**src/rtl/snow64_instr_decoder_pkg.sv**
```systemverilog
// Shared types and constants for the Snow64 instruction decoder:
// output struct, field positions, group codes and per-group oper limits.
package PkgSnow64InstrDecoder;

   localparam int WIDTH_INSTR     = 32;
   localparam int WIDTH_IMM_OUT   = 64;
   localparam int WIDTH_REG_INDEX = 4;
   localparam int WIDTH_GROUP     = 4;
   localparam int WIDTH_OPER      = 4;
   localparam int WIDTH_IMM_IN    = 12;

   localparam int GROUP_LSB = 28;
   localparam int RA_LSB    = 24;
   localparam int RB_LSB    = 20;
   localparam int RC_LSB    = 16;
   localparam int OPER_LSB  = 12;
   localparam int IMM_LSB   = 0;

   typedef enum logic [WIDTH_GROUP-1:0] {
      GroupAluFpu   = 4'd0,
      GroupCtrlFlow = 4'd1,
      GroupLoad     = 4'd2,
      GroupStore    = 4'd3
   } Group_t;

   localparam logic [WIDTH_OPER-1:0] MAX_OPER_ALU_FPU   = 4'd13;
   localparam logic [WIDTH_OPER-1:0] MAX_OPER_CTRL_FLOW = 4'd3;
   localparam logic [WIDTH_OPER-1:0] MAX_OPER_LOAD      = 4'd10;
   localparam logic [WIDTH_OPER-1:0] MAX_OPER_STORE     = 4'd10;

   localparam logic [WIDTH_INSTR-1:0] INSTR_NOP = 32'hFFFF_FFFF;

   typedef struct packed {
      logic [WIDTH_GROUP-1:0]     group;
      logic [WIDTH_REG_INDEX-1:0] ra_index;
      logic [WIDTH_REG_INDEX-1:0] rb_index;
      logic [WIDTH_REG_INDEX-1:0] rc_index;
      logic [WIDTH_OPER-1:0]      oper;
      logic                       nop;
      logic [WIDTH_IMM_OUT-1:0]   imm;
      logic                       illegal;
   } PortOut_InstrDecoder;

   localparam PortOut_InstrDecoder OUT_RESET = '{
      group:    '0,
      ra_index: '0,
      rb_index: '0,
      rc_index: '0,
      oper:     '0,
      nop:      1'b1,
      imm:      '0,
      illegal:  1'b0
   };

endpackage

```
**src/rtl/snow64_instr_decode_comb.sv**
```systemverilog
// Purely combinational decode of one instruction word into the output struct.
module snow64_instr_decode_comb
   import PkgSnow64InstrDecoder::*;
(
   input  logic [WIDTH_INSTR-1:0] in_instr_i,
   output PortOut_InstrDecoder    out_d_o
);

   logic [WIDTH_GROUP-1:0]  grp;
   logic [WIDTH_OPER-1:0]   oper;
   logic [WIDTH_IMM_IN-1:0] imm12;
   logic                    legal;

   assign grp   = in_instr_i[GROUP_LSB +: WIDTH_GROUP];
   assign oper  = in_instr_i[OPER_LSB  +: WIDTH_OPER];
   assign imm12 = in_instr_i[IMM_LSB   +: WIDTH_IMM_IN];

   always_comb begin
      case (Group_t'(grp))
         GroupAluFpu:   legal = (oper <= MAX_OPER_ALU_FPU);
         GroupCtrlFlow: legal = (oper <= MAX_OPER_CTRL_FLOW);
         GroupLoad:     legal = (oper <= MAX_OPER_LOAD);
         GroupStore:    legal = (oper <= MAX_OPER_STORE);
         default:       legal = 1'b0;
      endcase
   end

   // The NOP word lives in group 15, so it must be recognised before the legality test.
   always_comb begin
      out_d_o = '0;
      if (in_instr_i == INSTR_NOP) begin
         out_d_o.nop = 1'b1;
      end else if (!legal) begin
         out_d_o.nop     = 1'b1;
         out_d_o.illegal = 1'b1;
      end else begin
         out_d_o.group    = grp;
         out_d_o.ra_index = in_instr_i[RA_LSB +: WIDTH_REG_INDEX];
         out_d_o.rb_index = in_instr_i[RB_LSB +: WIDTH_REG_INDEX];
         out_d_o.rc_index = in_instr_i[RC_LSB +: WIDTH_REG_INDEX];
         out_d_o.oper     = oper;
         out_d_o.imm      = {{(WIDTH_IMM_OUT-WIDTH_IMM_IN){imm12[WIDTH_IMM_IN-1]}}, imm12};
      end
   end

endmodule

```
**src/rtl/snow64_instr_decoder.sv**
```systemverilog
// Registered Snow64 instruction decoder: combinational decode followed by an
// async-reset output register. in_en qualifies in_instr; there is no backpressure.
module snow64_instr_decoder
   import PkgSnow64InstrDecoder::*;
(
   input  logic                   clk,
   input  logic                   rst,
   input  logic                   in_en,
   input  logic [WIDTH_INSTR-1:0] in_instr,
   output PortOut_InstrDecoder    out
);

   PortOut_InstrDecoder out_d;
   PortOut_InstrDecoder out_q;

   snow64_instr_decode_comb u_decode_comb (
      .in_instr_i (in_instr),
      .out_d_o    (out_d)
   );

   always_ff @(posedge clk or posedge rst) begin
      if (rst) begin
         out_q <= OUT_RESET;
      end else if (in_en) begin
         out_q <= out_d;
      end
   end

   assign out = out_q;

endmodule

```
**config.mk**
```make
export PLATFORM = sky130hd
export DESIGN_NAME = snow64_instr_decoder
export DESIGN_NICKNAME = d
export VERILOG_FILES = /design/src/rtl/snow64_instr_decoder_pkg.sv /design/src/rtl/snow64_instr_decode_comb.sv /design/src/rtl/snow64_instr_decoder.sv
export SDC_FILE = /design/constraint.sdc
export NUM_CORES = 1
export LEC_CHECK = 0
export CELL_PAD_IN_SITES_DETAIL_PLACEMENT = 1
export CELL_PAD_IN_SITES_GLOBAL_PLACEMENT = 1
export CORE_MARGIN = 5
export CORE_UTILIZATION = 25
export CTS_CLUSTER_DIAMETER = 40
export DETAILED_ROUTE_END_ITERATION = 8
export GPL_TIMING_DRIVEN = 1
export PLACE_DENSITY = 0.77
export SETUP_SLACK_MARGIN = 0.1
export SYNTH_ARGS = -nofsm -noshare
export SYNTH_HDL_FRONTEND = slang
export SYNTH_SLANG_ARGS = --single-unit
```
**constraint.sdc**
```tcl
create_clock -name clk -period 2.5 [get_ports clk]
set_clock_uncertainty 0.1 [all_clocks]
set_input_delay 0.5 -clock clk [delete_from_list [all_inputs] [get_ports clk]]
set_output_delay 0.5 -clock clk [all_outputs]
set_load 0.03 [all_outputs]
```
==> impl_metrics.yaml <==
floorplan:
  io_pins: 121
  die_area_um2: 8620
  die_x_um: 92.9
  die-height_um: 92.9
  start_util_pct: 25.4
  core_um2: 6760
  num_rows: 30
setup_path:
  rr_endpoint: "out[63]"
  start_kind: "flop"
  critPathMaxFanout: 2
  crit_path_end_kind: "primary output"
  critical_path_required_ns: 1.90
  max_stage_delay_ns: 0.67
  crit_family: "buffers and inverters"
  crit_type: "flop to primary output"
  crit_buf_inv: 1
  r2r_slack_ns: 1.56
  reg2reg_depth: 1
  crit_chain: "clkdlybuf4s50_1"
  r2r-start: "out[63]"
  critPathArrivalTime_ns: 1.49
  crit_slowest_cell: "clkdlybuf4s50_1"
flow_run:
  drv_cap: 0
clock_network:
  clock_latency_ns: 0.28
  cts_hold_buffers: 0
  cts.repair.resized: 0
  clock_sinks: 34
  htreeDepth: 2
  clock-root-buffer: "clkbuf_8"
  cts_made_buffers: 5
  path_clk_slew_ns: 0.08
  cts_max_path_buffers: 2
  tritoncts: "built"
  cts_setup_buffers: 0
synthesis:
  synth-seq-cells: 34
  synth_top_family_by_area: "buffers and inverters"
  netlist_instances: 154
  synth.area.top_cells: "dfrtp_1 (48%), buf_4 (23%), a22o_1 (15%)"
  syn_avg_cell_area_um2: 11.1
  synth-xor-area-share_pct: 0
  synth.mux.area_fraction_pct: 0
  yosys.area.top_type: "dfrtp_1"
  yosys.area_share.simple_pct: 7.07
  yosys.area.top_type_share_pct: 48.1
  synth_area_um2: 1720
  syn-num-nets: 189
  synth_compound_area_share_pct: 17.2
  yosysUniqueCellTypes: 22
  synth_fa_ha_area_share_pct: 0
  ys_seq_area_share_pct: 49.6
  yosysWarnings: 0
finish:
  syn_to_final_growth_pct: 52.2
  drive_gt1_share_pct: 31.4
  layout_common_cells: "clkdlybuf4s50_1 (67), buf_4 (58), dfrtp_1 (33)"
  antennaDiodeCount: 0
  largest_reg_flops: 34
  nets: 263
  mostFrequentLayoutCell: "clkdlybuf4s50_1"
  utilization_pct: 38.7
power_and_ir_drop:
  ir_drop_v: 0.000208
  power.leakage_nw: 1.23
  p_per_area_nw_per_um2: 538
timing:
  rsz0062_at_grt: "no"
  setup-violations-final: 0
  hold_viol_final: 0
  clock.fmax_mhz: 479
  finalCritPeriodShare_pct: 83.5
  drv_slew: 0
  period_needed_ns: 2.09
  setup_ws_ns: 0.413
  fin_tns_setup_ns: 0
  tightest_slew_ns: 0.449
  max_slew_margin_pct: 70.0
drt:
  routed-via-count: 1392
  final_antenna_net_count: 0
  wire_per_inst_um: 16.4
  vias_per_cell: 4.50
  drc: 0
  routed_wl_mm: 5.05
  drtPass1Iterations: 3
  drt_iter0_drc: 13
global_route:
  overflow: 0
  first_global_vias: 1439
  grt_pass1_wl_mm: 7.70
  track_usage_pct: 11.5
  antenna_found_initial: 0
  grt_max_degree: 47
place:
  place_congestion: 0.662
  dp.final_hpwl_mm: 4.00
  dp_slack_ns: 0.181
  numPortBuffers: 120
min_path:
  hold_path.class: "flop to flop"
  min_path_cells: 2
  min_to: "out[65]"
  hp-start: "out[65]"
status:
  outcome: "complete, no violations"
Yosys cell counts:
| master | n |
|---|---|
| dfstp_2 | 1 |
| buf_4 | 52 |
| nor3_1 | 1 |
| clkbuf_1 | 1 |
| buf_6 | 1 |
| nand2_1 | 1 |
| nand3b_1 | 1 |
| nand4_1 | 8 |
| a22o_1 | 29 |
| and2b_2 | 2 |
| inv_1 | 5 |
| o21ai_0 | 3 |
| nand3_1 | 1 |
| buf_1 | 1 |
| o2111ai_1 | 1 |
| nor2_1 | 4 |
| or4_1 | 1 |
| nor3_2 | 1 |
| a21oi_1 | 2 |
| dfrtp_1 | 33 |
| buf_2 | 4 |
| a211oi_1 | 1 |
worst max-delay path by stage:
stage,startpoint,end,slack [ns],depth (start not counted)
after floorplan,out[63],out[13],0.31,1
after global placement,in_en,out[0],0.28,5
after detailed placement,in_en,out[0],0.18,5
after CTS,out[65],out[65],0.40,1
after global routing,out[63],out[62],0.34,2
final,out[65],out[65],0.41,1
report_power, final:
group,switching (mW),leakage (nW),internal [mW]
combinational,0.224,0.726,0.164
clock,0.205,0.0472,0.221
sequential,0.0160,0.458,0.576
total,0.445,1.23,0.961
stage by stage:
stage	area (µm²)	hold slack, ns	cells	power [mW]
final	2610	0.392	309	1.41
after global routing	2610	0.413	309	1.47
after CTS	2610	0.398	309	1.43
after detailed placement	2520	0.385	301	0.995
after global placement	2520	0.380	301	0.990
after floorplan	1720	0.440	154	0.849
metal layers:
layer	track usage [%]	share of wire, %
met5	0	0
met4	3.66	1.8
met3	7.31	17
met2	17.5	43
met1	13.1	38
cells by family (layout without fill, tap and decap cells):
logic type | count (synthesis) | count (layout)
buffers and inverters | 64 | 139
AOI/OAI and AO/OA | 36 | 36
DFF | 34 | 34
and+or+nand+nor | 20 | 20
area by class of cell:
| type | instances | area, µm² |
|---|---|---|
| clock buffer | 6 | 82.6 |
| sequential | 34 | 852 |
| timing repair buffer | 126 | 1130 |
| inverter | 5 | 18.8 |
| clock inverter | 2 | 12.5 |
| tap | 80 | 100 |
| multi-input combinational | 56 | 420 |
| fill | 750 | 4140 |
No activity file was read; power rests on OpenSTA's default activity.
==> variant 1, RTL diff (same flow settings) <==
Change the package constant `WIDTH_IMM_IN` from 12 to 10.
--- a/src/rtl/snow64_instr_decoder_pkg.sv
+++ b/src/rtl/snow64_instr_decoder_pkg.sv
@@ -7,7 +7,7 @@
    localparam int WIDTH_REG_INDEX = 4;
    localparam int WIDTH_GROUP     = 4;
    localparam int WIDTH_OPER      = 4;
-   localparam int WIDTH_IMM_IN    = 12;
+   localparam int WIDTH_IMM_IN    = 10;
 
    localparam int GROUP_LSB = 28;
    localparam int RA_LSB    = 24;
Check against the original RTL: not equivalent (Yosys sat finds a counterexample within 4 cycles, from zero or initial values and one cycle with rst high).
==> variant 1 against the original RTL <==
Sequential cell count down 2; synthesized area shrank 5.4%; cell area is 3.4% lower; clock power grew 27%; sequential share of layout area is 0.82 points lower; die area is 4.8% lower; wire length down 2.4%; critical endpoint unchanged; worst setup slack gained 0.0020 ns; count of clock-buffer cells in the layout up 1; non-clock buffer count fell by 1; core utilization is 1.1 points higher; total power rose by 5.8%.
==> variant 1: results <==
{
  "netlist_top_cells_area": "dfrtp_1, buf_4, a22o_1",
  "synth_flop_cell": "dfrtp_1",
  "grtUsageTotal_pct": 11.55,
  "grt_pass1_vias": 1451,
  "antenna_found_initial": 0,
  "r2r-start": "out[3]",
  "grt_pass1_wl_um": 7686,
  "yosys.area_share.adder_pct": 0,
  "cp_data_required_time_ns": 1.90,
  "startpoint": "out[65]",
  "largest_register_ffs": 32,
  "layout-drive-gt1-share_pct": 33.18,
  "ys_types": 19,
  "gp_congestion": 0.7832,
  "wl_per_cell_um": 16.61,
  "dpl_worst_slack_ns": 0.1706,
  "ys_seq_area_share_pct": 49.38,
  "ir_worst_vdd_mv": 0.2890,
  "yosys-top-cells-count": "buf_4, dfrtp_1, a22o_1, nand4_1, nor2_1",
  "max_slew.worst_pin.slew_ns": 0.5317,
  "hold_depth": 1,
  "drtIter0Drc": 36,
  "leakage_uw": 0.001197,
  "post-dp-hpwl_um": 3874,
  "grt_max_degree": 56,
  "reg2reg_setup_slack_ns": 1.65,
  "fill_cells": 720,
  "synth-xor-area-share_pct": 0,
  "hold_end": "out[85]",
  "vias": 1337,
  "hold_path_startpoint": "out[85]",
  "synth_compound_area_share_pct": 16.95,
  "hold_ws_ns": 0.4056,
  "diodes": 0,
  "cts_resized": 0,
  "synth_nets": 181,
  "outcome": "complete, no violations",
  "nNetsFinal": 254,
  "post_dp_cell_area_um2": 2396,
  "max_stage_delay_ns": 0.67,
  "rr_endpoint": "out[3]"
}
variant 1: per-stage QoR:
step,util [%],instances
4_1_cts,39.72,297
2_1_floorplan,-,146
6_report,39.72,297
5_1_grt,39.72,297
3_3_place_gp,37.73,289
3_5_place_dp,37.73,289
variant 1: layer usage:
layer  GRT usage, %  vias up  part of all wire, %
met5              0        -                    0
met4          3.474        0                  1.2
met3          6.333        8                   14
met2          18.52       86                   47
met1          13.13      632                   38
li1               -      611                    -
variant 1: how the worst max path moves through the flow:
stage | to | slack, ns | cells after the start
after detailed placement | out[75] | 0.17 | 6
after global placement | out[75] | 0.25 | 6
after CTS | out[65] | 0.40 | 1
after global routing | out[80] | 0.33 | 6
after floorplan | out[11] | 0.28 | 1
final | out[65] | 0.42 | 1
variant 1: final cells by class:
type                    instances  share of cell area, %
multi-input cells              53                  15.43
clock inverters                 1                  1.190
flip-flops and latches         32                  31.80
well taps                      77                  3.819
clock buffers                   7                  3.819
repair buffers                125                  43.65
inverters                       2                 0.2976
variant 1: kinds of logic after synthesis:
group | Yosys count
buffers and inverters | 61
AND/OR/NAND/NOR | 20
AO/OA/AOI/OAI | 33
flip-flops | 32
variant 1: power breakdown:
part           leakage [uW]  switching [uW]  internal (uW)
combinational      0.000702             228            164
clock             0.0000645             187            351
sequential         0.000431            14.7            543
==> variant 2, RTL diff (config.mk and constraints unchanged) <==
Without the edit above. Reset style: synchronous (`rst`), changed in one clocked block. Comments in the files are not updated.
--- a/src/rtl/snow64_instr_decoder.sv
+++ b/src/rtl/snow64_instr_decoder.sv
@@ -18,7 +18,7 @@
       .out_d_o    (out_d)
    );
 
-   always_ff @(posedge clk or posedge rst) begin
+   always_ff @(posedge clk) begin
       if (rst) begin
          out_q <= OUT_RESET;
       end else if (in_en) begin
Formal check against the unedited RTL: differs if rst is asserted again (counterexample within 4 cycles, from zero or initial values and one cycle with rst high); with rst held inactive, the same outputs for 10 cycles.
==> variant 2 against the original RTL <==
Wire length grew 8.7%; highest routed layer unchanged; cell area increased by 3.3%; combinational power shrank 2%; worst setup slack improved by 0.16 ns; largest power group is now the clock network; total power is 12% higher; count of clock-buffer cells in the layout is 1 lower; sequential cell count is the same; core utilization is 0.62 points higher; synthesized area rose by 4.2%.
==> variant 2: results <==
{
  "ys_seq_area_share_pct": 38.07,
  "routed_wl_um": 5493,
  "crit_fanout": 2,
  "ys_types": 26,
  "clk_pin_slew_ns": 0.08,
  "synthCells": 185,
  "max_slew.worst_pin.slew_ns": 0.4501,
  "max_stage_delay_ns": 0.70,
  "nNetsFinal": 289,
  "clockBufferDepth": 2,
  "antenna_found_initial": 0,
  "ir_worst_vdd_mv": 0.1903,
  "grt_pass1_wl_um": 8079,
  "fill_cells": 802,
  "grtUsageTotal_pct": 11.73,
  "cpLargestDelayFamily": "buffers and inverters",
  "fin_cells": 351,
  "drtPass1Iterations": 2,
  "synth-async-reset-ratio_pct": 0,
  "drtIter0Drc": 47,
  "layout-drive-gt1-share_pct": 27.84,
  "grt_max_degree": 55,
  "largest_register_ffs": 34,
  "synth_nets": 220,
  "placed_cells": 343,
  "crit_slowest_cell": "clkdlybuf4s50_1",
  "netlist_top_cells_area": "dfxtp_1, buf_4, mux2i_1",
  "crit_arrival_ns": 1.33,
  "io_buffers": 120,
  "worstHoldPathType": "reg -> reg",
  "diodes": 0,
  "clock_latency_ns": 0.28,
  "synth_flop_cell": "dfxtp_1",
  "cts_resized": 0,
  "gp_congestion": 0.6912,
  "leakage_uw": 0.001160,
  "yosys-top-cells-count": "buf_4, dfxtp_1, mux2i_1, nor3_1, nand4_1",
  "vias_per_cell": 4.302,
  "grt_pass1_vias": 1518,
  "post-dp-hpwl_um": 4159,
  "h-tree-depth": 2,
  "postCtsSetupBuffers": 0,
  "outcome": "complete, no violations",
  "post_dp_cell_area_um2": 2561
}
variant 2: final cells by class:
cell class                      instances  share of cell area [%]
Sequential cell                        34                   25.22
Tap cell                               96                   4.451
Clock buffer                            5                   2.550
Clock inverter                          3                   2.550
Timing Repair Buffer                  125                   41.72
Inverter                                2                  0.2782
Multi-Input combinational cell         86                   23.23
variant 2: metrics by stage:
stage / utilization, % / power [uW] / setup slack [ns]
3_5_place_dp: 37.29 / 970.8 / 0.3702
2_1_floorplan: - / 837.9 / 0.2448
5_1_grt: 39.29 / 1644 / 0.4949
6_report: 39.29 / 1574 / 0.5696
4_1_cts: 39.29 / 1601 / 0.5422
3_3_place_gp: 37.29 / 967.3 / 0.3878
variant 2: cell families after synthesis:
kind of cell | Yosys count | synth area share [%]
AOI/OAI and AO/OA | 10 | 4.549
and+or+nand+nor | 47 | 14.28
DFF | 34 | 38.07
muxes | 29 | 16.24
buffers and inverters | 65 | 26.87
variant 2: power breakdown:
group | internal [uW] | switching (uW) | total [uW]
registers | 563 | 11.4 | 574
clock network | 400 | 220 | 620
logic | 164 | 216 | 380
total | 1130 | 447 | 1570
variant 2: final timing paths:
check / slack [ns] / cells past startpoint / end / from
worst max-delay path: 0.57 / 1 / out[83] / out[83]
worst min-delay path: 0.38 / 1 / out[84] / out[84]
worst max register to register: 1.36 / 3 / out[63] / out[63]
worst min register to register: 0.38 / 1 / out[84] / out[84]
variant 2: routing by layer:
metal	global-route usage [%]	share of wire (%)	vias up
met2	19.86	48	67
li1	-	-	740
met5	0	0	-
met1	12.98	39	697
met3	4.701	11	6
met4	5.048	1.4	0
